File: config.mk
export PLATFORM = sky130hd
export DESIGN_NAME = hud_score_overlay
export DESIGN_NICKNAME = d
export VERILOG_FILES = /design/src/rtl/hud_score_overlay_pkg.sv /design/src/rtl/seven_seg_pixel.sv /design/src/rtl/hud_score_overlay.sv
export SDC_FILE = /design/constraint.sdc
export NUM_CORES = 1
export LEC_CHECK = 0
export ABC_CLOCK_PERIOD_IN_PS = 6300
export CORE_MARGIN = 4
export CORE_UTILIZATION = 42
export DETAILED_ROUTE_END_ITERATION = 6
export GPL_ROUTABILITY_DRIVEN = 0
export MAX_ROUTING_LAYER = met4
export PLACE_DENSITY = 0.65
export SYNTH_ARGS = -nofsm -noshare
export SYNTH_HDL_FRONTEND = slang
export SYNTH_SLANG_ARGS = --single-unit
File: constraint.sdc
create_clock -name iVGA_CLK -period 6.3 [get_ports iVGA_CLK]
set_input_delay 1.89 -clock iVGA_CLK [delete_from_list [all_inputs] [get_ports iVGA_CLK]]
set_output_delay 1.89 -clock iVGA_CLK [all_outputs]
set_load 0.01 [all_outputs]
File: src/rtl/hud_score_overlay_pkg.sv
// rtl/hud_score_overlay_pkg.sv - shared HUD definitions: segment codes, BCD width, default geometry
package hud_score_overlay_pkg;

    localparam int BCD_W = 4;

    localparam int DEF_X0      = 16;
    localparam int DEF_Y0      = 16;
    localparam int DEF_DIG_W   = 12;
    localparam int DEF_DIG_H   = 20;
    localparam int DEF_DIG_GAP = 4;
    localparam int DEF_SEG_T   = 2;
    localparam logic [23:0] DEF_SCORE_BGR = 24'hFFFFFF;

    // Segment codes in {g,f,e,d,c,b,a} order
    localparam logic [6:0] SEG_0 = 7'h3F;
    localparam logic [6:0] SEG_1 = 7'h06;
    localparam logic [6:0] SEG_2 = 7'h5B;
    localparam logic [6:0] SEG_3 = 7'h4F;
    localparam logic [6:0] SEG_4 = 7'h66;
    localparam logic [6:0] SEG_5 = 7'h6D;
    localparam logic [6:0] SEG_6 = 7'h7D;
    localparam logic [6:0] SEG_7 = 7'h07;
    localparam logic [6:0] SEG_8 = 7'h7F;
    localparam logic [6:0] SEG_9 = 7'h6F;

    function automatic logic [6:0] seg_code(input logic [BCD_W-1:0] digit);
        case (digit)
            4'd0:    return SEG_0;
            4'd1:    return SEG_1;
            4'd2:    return SEG_2;
            4'd3:    return SEG_3;
            4'd4:    return SEG_4;
            4'd5:    return SEG_5;
            4'd6:    return SEG_6;
            4'd7:    return SEG_7;
            4'd8:    return SEG_8;
            4'd9:    return SEG_9;
            default: return 7'h00;
        endcase
    endfunction

endpackage

File: src/rtl/seven_seg_pixel.sv
// rtl/seven_seg_pixel.sv - decides whether a cell-local pixel falls on a lit segment of one digit
module seven_seg_pixel
    import hud_score_overlay_pkg::*;
#(
    parameter int DIG_W = DEF_DIG_W,
    parameter int DIG_H = DEF_DIG_H,
    parameter int SEG_T = DEF_SEG_T
) (
    input  logic [BCD_W-1:0] digit,
    input  logic [3:0]       cx,
    input  logic [4:0]       ry,
    output logic             on
);

    localparam int MID = DIG_H / 2;

    logic [6:0] segs;
    logic [6:0] lit;
    logic       hz;
    int         col;
    int         row;

    always_comb begin
        col  = int'(cx);
        row  = int'(ry);
        segs = seg_code(digit);
        hz   = (col >= SEG_T) && (col < DIG_W - SEG_T);
        lit  = '0;
        lit[0] = hz && (row < SEG_T);
        lit[1] = (col >= DIG_W - SEG_T) && (col < DIG_W) && (row >= SEG_T) && (row < MID);
        lit[2] = (col >= DIG_W - SEG_T) && (col < DIG_W) && (row >= MID) && (row < DIG_H - SEG_T);
        lit[3] = hz && (row >= DIG_H - SEG_T) && (row < DIG_H);
        lit[4] = (col < SEG_T) && (row >= MID) && (row < DIG_H - SEG_T);
        lit[5] = (col < SEG_T) && (row >= SEG_T) && (row < MID);
        // middle bar straddles the cell centre line
        lit[6] = hz && (row >= MID - 1) && (row < MID - 1 + SEG_T);
        on     = |(lit & segs);
    end

endmodule

File: src/rtl/hud_score_overlay.sv
// rtl/hud_score_overlay.sv - BCD distance score, high score and zero-latency seven-segment overlay
module hud_score_overlay
    import hud_score_overlay_pkg::*;
#(
    parameter int          X0        = DEF_X0,
    parameter int          Y0        = DEF_Y0,
    parameter int          DIG_W     = DEF_DIG_W,
    parameter int          DIG_H     = DEF_DIG_H,
    parameter int          DIG_GAP   = DEF_DIG_GAP,
    parameter int          SEG_T     = DEF_SEG_T,
    parameter logic [23:0] SCORE_BGR = DEF_SCORE_BGR
) (
    input  logic        iVGA_CLK,
    input  logic        iRST_n,
    input  logic        internal_reset,
    input  logic        clk_div,
    input  logic        run,
    input  logic        end_game,
    input  logic [2:0]  speed,
    input  logic        blank_n,
    input  logic        vs,
    input  logic [23:0] bgr_in,
    output logic [23:0] bgr_out,
    output logic [15:0] score_bcd,
    output logic [15:0] hiscore_bcd
);

    logic [9:0]  x;
    logic [9:0]  y;
    logic        blank_q;
    logic        vs_q;
    logic        clk_div_q;
    logic        end_q;
    logic [15:0] score;
    logic [15:0] score_disp;
    logic [15:0] hiscore;
    logic        tick;
    logic        end_rise;

    // Decimal add of a small increment across all four digits, pinned at 9999
    function automatic logic [15:0] bcd_add_sat(input logic [15:0] v, input logic [2:0] inc);
        logic [15:0] r;
        logic [4:0]  s;
        logic [4:0]  carry;
        r     = '0;
        carry = {2'b00, inc};
        for (int i = 0; i < 4; i++) begin
            s = {1'b0, v[i*BCD_W +: BCD_W]} + carry;
            if (s > 5'd9) begin
                r[i*BCD_W +: BCD_W] = 4'(s - 5'd10);
                carry = 5'd1;
            end else begin
                r[i*BCD_W +: BCD_W] = s[3:0];
                carry = 5'd0;
            end
        end
        return (carry != 5'd0) ? 16'h9999 : r;
    endfunction

    assign tick     = clk_div & ~clk_div_q;
    assign end_rise = end_game & ~end_q;

    always_ff @(posedge iVGA_CLK or negedge iRST_n) begin
        if (!iRST_n) begin
            x       <= '0;
            y       <= '0;
            blank_q <= 1'b0;
            vs_q    <= 1'b0;
        end else begin
            blank_q <= blank_n;
            vs_q    <= vs;
            if (!vs) begin
                x <= '0;
                y <= '0;
            end else if (blank_q && !blank_n) begin
                x <= '0;
                if (y != 10'h3FF) y <= y + 10'd1;
            end else if (blank_n && x != 10'h3FF) begin
                x <= x + 10'd1;
            end
        end
    end

    always_ff @(posedge iVGA_CLK or negedge iRST_n) begin
        if (!iRST_n) begin
            clk_div_q  <= 1'b0;
            end_q      <= 1'b0;
            score      <= '0;
            score_disp <= '0;
            hiscore    <= '0;
        end else begin
            clk_div_q <= clk_div;
            end_q     <= end_game;
            if (internal_reset) begin
                score <= '0;
            end else if (tick && run) begin
                score <= bcd_add_sat(score, speed);
            end
            if (vs_q && !vs) score_disp <= score;
            // valid BCD orders the same as binary, MSD first
            if (end_rise && score > hiscore) hiscore <= score;
        end
    end

    assign score_bcd   = score;
    assign hiscore_bcd = hiscore;

    logic [9:0] dy;
    logic       y_in;
    logic [3:0] on_k;

    assign dy   = y - 10'(Y0);
    assign y_in = (y >= 10'(Y0)) && (dy < 10'(DIG_H));

    for (genvar k = 0; k < 4; k++) begin : g_digit
        localparam int BASE = X0 + k * (DIG_W + DIG_GAP);
        logic [9:0] dx;
        logic       in_cell;
        logic       seg_on;

        assign dx      = x - 10'(BASE);
        assign in_cell = (x >= 10'(BASE)) && (dx < 10'(DIG_W)) && y_in;

        seven_seg_pixel #(
            .DIG_W (DIG_W),
            .DIG_H (DIG_H),
            .SEG_T (SEG_T)
        ) u_seg (
            .digit (score_disp[(3-k)*BCD_W +: BCD_W]),
            .cx    (dx[3:0]),
            .ry    (dy[4:0]),
            .on    (seg_on)
        );

        assign on_k[k] = in_cell & seg_on;
    end

    assign bgr_out = (blank_n && |on_k) ? SCORE_BGR : bgr_in;

endmodule
==> out/qor.txt, run 1 <==
vias: 4670
Die ar.: 14800 sq um
Slew headroom: 0.185
main combinational cell family by area after synthesis: simple AND/OR/NAND/NOR gates
Largest stage delay, worst path: 0.54 ns
sequential fraction of the synthesis area: 0.332
area delta synth->final: 31.9%
WL per Instance: 15.7 microns
Crit Reg-Reg Startpoint: score_bcd[1]
Clock Skews: 0.00573 ns
htree depth: 3
IO Count: 91
first-pass GRT wire length: 22800 microns
post-synthesis mux area share: 0.0805
fmax: 0.164 GHz
Worst R2R End: score_bcd[14]
DRT iter0 DRCs: 209
number of flops mapped to enable cells by yosys: 0
max cap viols: 0
CP startpoint kind: input pin
Compound-Gate Fraction of Synth Area: 0.149
port bufs: 90
FF-to-FF path depth: 28
RSZ-0062 raised after global routing: no
Synth cell types: 61
Syn Inst Count: 588
Sink Count: 72
router iterations before antenna repair: 4
CP Data Required Time: 6.57 ns
Simple-Gate Fraction of Synth Area: 0.183
Hold Path Sink: hiscore_bcd[12]
total grt overflow: 0
Synth Area in XOR/XNOR: 0.0420
fin area: 7150 sq um
initial core utilization: 0.430
leading cell types in the layout, fill and taps excluded: clkdlybuf4s50_1, dfrtp_1, ha_1
core area: 12600 sq um
total CTS buffers: 9
dpl hpwl: 10200 microns
Slew Limit Fails: 0
Crit-path slowest cell: fa_2
Final min period: 6.11 ns
Die Wd: 122 microns
Antenna diodes: 0
Post-Syn Area: 5420 sq um
most used cell along the critical path: ha_4
vias per inst: 5.33
Tcrit/Tclk final: 0.970
Synth Area in Adders: 0.151
CTS tree: yes
setup violators final: 0
crit path DAT: 6.38 ns
initial antenna violation count: 0
routed wire length: 13800 microns
Hold Fails Final Rpt: 0
die span in y: 122 microns
Root Buffer: clkbuf_16
Mean Syn Cell Area: 9.22 sq um
Hold Path Origin: hiscore_bcd[12]
maximum root-to-sink buffer count: 2
CP Max Fanout: 4
leak pwr: 3.15 nW
outcome: completed
vias in the first global route: 4766
FF+latch count, synth: 72
worst slew pin tran: 1.22 ns
nets@finish: 799
share of cells above drive strength 1: 0.172
TNS Setup: 0 ns
Reg2Reg Setup Slack: 1.48 ns
most common cell after layout, fill and taps aside: clkdlybuf4s50_1
Reg clk slew, reported paths: 0.06 ns
kind of critical path: in -> reg
syn nets: 688
largest net degree at the start of global routing: 73
Remaining DRCs: 0
CP Capture Type: flop
post-route ant nets: 0
Ys Warns: 0
ys async rst share: 1.00
Clk Latency, worst-skew pair: 0.35 ns
Rows: 41
WHS Path Cells: 1
Hold Crit Class: reg -> reg
Total GRT Usage: 0.198
Peak VDD IR: 0.184 mV
pwr/cell area: 196 nW/um^2
Area after DPL: 6760 sq um
Primary FF master, synth: dfrtp_1
==> cells in the mapped netlist (all sizes together) (5+ instances only) <==
cell type	number	area, sq um
dfrtp	72	1800
ha	64	801
inv	55	206
nor2	41	154
mux2	34	387
nand2	32	120
a21oi	30	150
nand2b	25	164
o21ai	23	115
nand3	19	95.1
nor3	18	90.1
xnor2	17	149
clkbuf	14	52.6
a211oi	12	90.1
buf	9	72.6
xor2	9	78.8
nand4	8	50.1
nor2b	7	43.8
o22ai	7	43.8
or3	7	48.8
a21o	6	45.0
a22o	5	43.8
mux2i	5	50.1
nor4b	5	43.8
or2	5	31.3
==> layout make-up <==
class	count	area (sq um)
Multi-Input combinational cell	437	3490
Inverter	56	210
Clock buffer	11	233
Fill cell	1138	5470
Clock inverter	5	33.8
Timing Repair Buffer	123	1170
Tap cell	172	215
Sequential cell	72	1800
==> layer usage <==
layer	track usage	part of all wire	vias up
li1	-	-	2286
met2	0.329	0.52	82
met5	-	0	-
met3	0.0501	0.029	29
met1	0.232	0.42	2273
met4	0.0735	0.023	0
==> sequential cells by signal, indices dropped and copies added (netlist names) <==
register / cells
blank_q: 1
clk_div_q: 1
end_q: 1
hiscore_bcd: 16
score_bcd: 16
score_disp: 16
vs_q: 1
x: 10
y: 10
==> logic make-up after synthesis <==
logic type	count (synthesis)
compound gates	120
simple gates	187
buf+inv	79
flops	72
xor+xnor	26
mux	39
fa+ha+maj	65
==> what timing repair did <==
action                     4_1_cts  5_1_grt
hold buffers                     0        0
gates resized for setup         11        7
pin swaps                        6        7
buffers inserted                 5        1
setup endpoints to repair       14       17
==> through the flow <==
| step | instances | setup slack, ns | utilization | hold WS, ns | power [mW] |
|---|---|---|---|---|---|
| after floorplan | 588 | 0.0159 | - | 0.505 | 0.766 |
| after global placement | 854 | -0.337 | 0.536 | 0.517 | 0.920 |
| after detailed placement | 854 | -0.509 | 0.536 | 0.517 | 0.932 |
| after CTS | 875 | 0.00367 | 0.564 | 0.531 | 1.42 |
| after global routing | 876 | 0.0222 | 0.567 | 0.552 | 1.48 |
| final | 876 | 0.187 | 0.567 | 0.535 | 1.40 |
==> worst max path at each step <==
stage	start	to	slack [ns]
2_1_floorplan	speed[0]	score_bcd[14]	0.02
3_3_place_gp	speed[0]	score_bcd[6]	-0.34
3_5_place_dp	speed[0]	score_bcd[14]	-0.51
4_1_cts	speed[1]	score_bcd[14]	0.004
5_1_grt	speed[0]	score_bcd[14]	0.02
6_report	speed[0]	score_bcd[14]	0.19
==> worst max-delay path: cells and delay by family <==
| kind | cells | cell delay [ns] |
|---|---|---|
| AOI/OAI and AO/OA | 6 | 0.61 |
| adders and majority gates | 8 | 1.79 |
| buffers and inverters | 6 | 0.67 |
| and+or+nand+nor | 5 | 0.72 |
| muxes | 3 | 0.69 |
==> report_power, final <==
part | internal (mW) | switching (mW) | leakage, nW
registers | 0.496 | 0.0367 | 0.984
clock network | 0.266 | 0.206 | 0.126
logic | 0.208 | 0.189 | 2.04
No activity file was read; power rests on OpenSTA's default activity.
==> run 2, diff against run 1 <==
CTS_CLUSTER_SIZE = 10   (was default)
MAX_ROUTING_LAYER = default   (was met4)
==> run 2 against run 1 <==
  * Register-to-register slack hardly changed
  * Design area stayed put
  * Final cell count stayed put
  * Core utilization stayed put
  * Sequential power hardly changed
  * Sequential share of layout area stayed put
==> out/qor.txt, run 2 (synthesis results as in run 1) <==
outcome: completed
port bufs: 90 (unchanged)
Clock Skews: 0.00625 ns (+0.000525 ns)
grt met1 use: 0.231 (-0.000878)
Largest stage delay, worst path: 0.54 ns (about the same)
dpl hpwl: 10200 microns (unchanged)
GRT Max-Usage Layer: met2
setup violators final: 0 (unchanged)
pre-CTS WS: -0.509 ns (unchanged)
most common cell after layout, fill and taps aside: clkdlybuf4s50_1
Die Wd: 122 microns (unchanged)
Sink Count: 72 (unchanged)
# fillers: 1138 (unchanged)
Multi-input gate area: 3490 sq um (unchanged)
Peak VDD IR: 0.183 mV (-0.21%)
Slew headroom: 0.183 (-0.00207)
router iterations before antenna repair: 5 (+1)
Cells after DPL: 854 (unchanged)
pwr/cell area: 196 nW/um^2 (about the same)
Hold Fails Final Rpt: 0 (unchanged)
die span in y: 122 microns (unchanged)
Rows: 41 (unchanged)
total CTS buffers: 9 (unchanged)
final non-filler cell total: 876 (unchanged)
vias in the first global route: 4769 (+0.063%)
Slew Limit Fails: 0 (unchanged)
htree depth: 3 (unchanged)
nets@finish: 799 (unchanged)
fin area: 7150 sq um (unchanged)
leading cell types in the layout, fill and taps excluded: clkdlybuf4s50_1, dfrtp_1, ha_1
post-layout util: 0.567 (unchanged)
Crit-path slowest cell: fa_2
Root Buffer: clkbuf_16
WL per Instance: 15.7 microns (about the same)
RSZ-0062 raised after global routing: no
vias: 4710 (+0.86%)
IO Count: 91 (unchanged)
TNS Setup: 0 ns (unchanged)
total grt overflow: 0 (unchanged)
M3 GR Usage: 0.0474 (-0.00279)
max cap viols: 0 (unchanged)
Tot Pwr: 1.40 mW (about the same)
CP startpoint kind: input pin
CP Buf/Inv Count: 6 (unchanged)
CTS tree: yes
Tcrit/Tclk final: 0.971 (about the same)
Final min period: 6.12 ns (+0.00400 ns)
area delta synth->final: 31.9% (unchanged)
Area after DPL: 6760 sq um (unchanged)
Remaining DRCs: 0 (unchanged)
worst hold slack: 0.529 ns (-0.00610 ns)
CP Max Fanout: 4 (unchanged)
Clk Latency, worst-skew pair: 0.35 ns (about the same)
initial antenna violation count: 0 (unchanged)
fmax: 0.163 GHz (about the same)
leak pwr: 3.15 nW (unchanged)
post-route ant nets: 0 (unchanged)
initial core utilization: 0.430 (unchanged)
largest net degree at the start of global routing: 73 (unchanged)
M2 GR Usage: 0.328 (-0.000345)
CP Capture Type: flop
maximum root-to-sink buffer count: 2 (unchanged)
PnR worst setup slack: 0.183 ns (-0.00400 ns)
Reg clk slew, reported paths: 0.06 ns (about the same)
Total GRT Usage: 0.193 (-0.00540)
crit path DAT: 6.39 ns (about the same)
CP Data Required Time: 6.57 ns (about the same)
CP delay by family, top: adder cells
routed wire length: 13800 microns (about the same)
first-pass GRT wire length: 22800 microns (+0.12%)
share of cells above drive strength 1: 0.172 (unchanged)
kind of critical path: in -> reg
worst slew pin tran: 1.22 ns (+0.00310 ns)
most used cell along the critical path: ha_4
vias per inst: 5.38 (+0.86%)
Hold Crit Class: reg -> reg
core area: 12600 sq um (unchanged)
Storage cell area: 1800 sq um (unchanged)
Antenna diodes: 0 (unchanged)
Die ar.: 14800 sq um (unchanged)
DRT iter0 DRCs: 215 (+2.9%)
run 2: cell counts in the layout (fill, tap and decap cells not counted):
No cell type changed its count.
run 2: path summary, 6_finish.rpt:
path	start	endpoint	slack [ns]	cells after the start
max in group asynchronous	iRST_n	score_bcd[4]	4.00	1
max reg2reg	score_bcd[1]	score_bcd[14]	1.47	28
max	speed[0]	score_bcd[14]	0.18	28
min	hiscore_bcd[8]	hiscore_bcd[8]	0.53	1
min reg2reg	hiscore_bcd[8]	hiscore_bcd[8]	0.53	1
min in group asynchronous	iRST_n	y[1]	1.66	1
run 2: worst register-to-register path: cells and delay by family, from the launching register on:
kind                     cells  cell delay [ns]
flip-flops                   1             0.46
multiplexers                 3             0.69
XOR/XNOR                     1             0.22
adder cells (fa/ha/maj)      7             1.41
buffers and inverters        4             0.40
AND/OR/NAND/NOR              5             0.72
AO/OA/AOI/OAI                8             0.85
run 2: routing by layer:
metal  up-vias  share of wire
li1       2290              -
met1      2282           0.41
met2       102           0.53
met3        36          0.035
met4         0          0.025
met5         -              0
run 2: timing repair:
| action | in CTS | in global routing |
|---|---|---|
| gates cloned | 0 | 0 |
| endpoints found under the setup margin | 14 | 16 |
| gates resized for setup | 11 | 7 |
| hold buffers | 0 | 0 |
| pin swaps | 6 | 7 |
| setup buffers | 5 | 1 |
run 2: where the power goes:
part / internal (mW) / switching, mW
Sequential: 0.496 / 0.0367
Clock: 0.266 / 0.206
Combinational: 0.208 / 0.189
Total: 0.971 / 0.432
run 2: final cells by class:
class	instances	area share
Timing Repair Buffer	123	0.163
Inverter	56	0.0294
Multi-Input combinational cell	437	0.488
Clock buffer	11	0.0325
Clock inverter	5	0.00472
Sequential cell	72	0.252
Tap cell	172	0.0301
==> run 3, diff against run 2 <==
SLEW_MARGIN = 25   (was default)
==> run 3 against run 2 <==
  * Critical path depth stayed put
  * Core utilization is 0.80 points higher
  * Combinational power is 2% higher
  * Maximum frequency is 0.18% lower
  * Largest power group unchanged
  * Largest cell class unchanged
  * Sequential power hardly changed
  * Sequential share of layout area is 0.35 points lower
  * Non-clock buffer count is 8 higher
==> out/qor.txt, run 3 (synthesis results as in run 1) <==
dpl hpwl: 10300 microns (+0.77%)
Reg2Reg Setup Slack: 1.48 ns (about the same)
Sink Count: 72 (unchanged)
Rows: 41 (unchanged)
CP Capture Type: flop
Total GRT Usage: 0.196 (+0.00356)
leading cell types in the layout, fill and taps excluded: clkdlybuf4s50_1, dfrtp_1, ha_1
Worst R2R End: score_bcd[14]
Slew headroom: 0.538 (+0.355)
Psw: 429 uW (-0.61%)
Die Wd: 122 microns (unchanged)
Slew Limit Fails: 0 (unchanged)
outcome: completed
setup violators final: 0 (unchanged)
max cap viols: 0 (unchanged)
IO Count: 91 (unchanged)
WL per Instance: 15.7 microns (-0.26%)
vias per inst: 5.27 (-2.0%)
Peak VDD IR: 0.162 mV (-12%)
internal power: 997 uW (+2.7%)
CP Data Required Time: 6.57 ns (about the same)
kind of critical path: in -> reg
TNS Setup: 0 ns (unchanged)
fin area: 7250 sq um (+1.4%)
Root Buffer: clkbuf_16
Clock Skews: 0.00544 ns (-0.000817 ns)
Antenna diodes: 0 (unchanged)
vias in the first global route: 4826 (+1.2%)
total grt overflow: 0 (unchanged)
port bufs: 90 (unchanged)
worst slew pin tran: 0.692 ns (-0.530 ns)
nets@finish: 807 (+1.0%)
post-layout util: 0.575 (+0.00803)
Tot Pwr: 1.43 mW (+1.7%)
leak pwr: 3.20 nW (+1.5%)
Reg clk slew, reported paths: 0.06 ns (about the same)
crit path DAT: 6.39 ns (about the same)
Clk Latency, worst-skew pair: 0.34 ns (about the same)
initial core utilization: 0.430 (unchanged)
pwr/cell area: 197 nW/um^2 (+0.26%)
Tcrit/Tclk final: 0.973 (+0.00180)
Area after DPL: 6780 sq um (+0.28%)
Hold Crit Class: reg -> reg
Hold Path Sink: hiscore_bcd[8]
Hold Fails Final Rpt: 0 (unchanged)
Remaining DRCs: 0 (unchanged)
routed wire length: 13900 microns (+0.65%)
core area: 12600 sq um (unchanged)
router iterations before antenna repair: 4 (-1)
CP startpoint kind: input pin
post-route ant nets: 0 (unchanged)
cts hold-fix bufs: 0 (unchanged)
Crit Reg-Reg Startpoint: score_bcd[0]
CP Max Fanout: 4 (unchanged)
switch share: 0.301 (-0.00694)
vias: 4658 (-1.1%)
htree depth: 3 (unchanged)
FF-to-FF path depth: 27 (-3.6%)
WHS Path Cells: 1 (unchanged)
area delta synth->final: 33.7%
combinational cell fraction of total power: 0.283 (about the same)
largest net degree at the start of global routing: 73 (unchanged)
most common cell after layout, fill and taps aside: clkdlybuf4s50_1
fmax: 0.163 GHz (-0.18%)
DRT iter0 DRCs: 251 (+17%)
initial antenna violation count: 0 (unchanged)
CTS tree: yes
Hold Path Origin: hiscore_bcd[8]
Die ar.: 14800 sq um (unchanged)
Seq pwr share: 0.374 (-0.006)
maximum root-to-sink buffer count: 2 (unchanged)
clock share of power: 0.344 (+0.008)
Final min period: 6.13 ns (+0.0113 ns)
die span in y: 122 microns (unchanged)
first-pass GRT wire length: 23100 microns (+1.5%)
share of cells above drive strength 1: 0.185 (+0.0135)
total CTS buffers: 9 (unchanged)
## run 3: final cells by class
type | count | area (sq um)
clock inverter | 4 | 28.8
clock buffer | 12 | 256
sequential | 72 | 1800
inverter | 56 | 210
timing repair buffer | 131 | 1230
tap | 172 | 215
fill | 1133 | 5370
multi-input combinational | 437 | 3510
## run 3: layer usage
metal	global-route usage	up-vias	part of all wire
met5	0	-	0
met4	0.0616	0	0.015
met3	0.0552	15	0.034
met2	0.342	78	0.53
met1	0.234	2265	0.42
li1	-	2300	-
## run 3: worst max-delay path by stage
stage	from	to	cells after the start
after floorplan	speed[0]	score_bcd[14]	26
after global placement	speed[0]	score_bcd[6]	27
after detailed placement	speed[0]	score_bcd[14]	28
after CTS	speed[2]	score_bcd[14]	29
after global routing	speed[1]	score_bcd[14]	29
final	speed[0]	score_bcd[14]	28
## run 3: timing repair
item                                    CTS  global route
endpoints found under the setup margin   12            15
pin swaps                                 7             5
buffers inserted                         11             1
resized for setup                        13             6
## run 3: worst max-delay path, cell delays in order
cell and delay, ns:
dlygate4sd2_1 0.22, ha_2 0.18, inv_1 0.05, fa_2 0.53
a21oi_2 0.06, a211oi_2 0.20, inv_1 0.11, ha_4 0.19
ha_4 0.16, nand2b_4 0.14, mux2_4 0.28, o21ai_2 0.07
inv_2 0.07, ha_4 0.16, ha_4 0.16, nand2b_4 0.13
mux2_4 0.29, o21ai_4 0.07, inv_2 0.07, ha_4 0.17
ha_4 0.24, nand2b_4 0.14, a21oi_4 0.15, a21oi_4 0.07
nor3_4 0.26, buf_4 0.16, nand2_1 0.04, mux2i_1 0.13
## run 3: stage by stage
step	setup slack [ns]	instances	hold slack, ns
after CTS	0.0727	883	0.536
after detailed placement	-0.497	856	0.522
after floorplan	0.0159	588	0.505
final	0.171	884	0.532
after global routing	-0.00719	884	0.554
after global placement	-0.337	854	0.517
## run 3: power by group through the flow
stage                     Clock [mW]  Combinational, mW  Sequential [mW]
after CTS                      0.508              0.404            0.533
after floorplan                    0              0.225            0.541
after detailed placement           0              0.392            0.541
after global routing           0.527              0.444            0.539
after global placement             0              0.382            0.538
final                          0.490              0.403            0.533
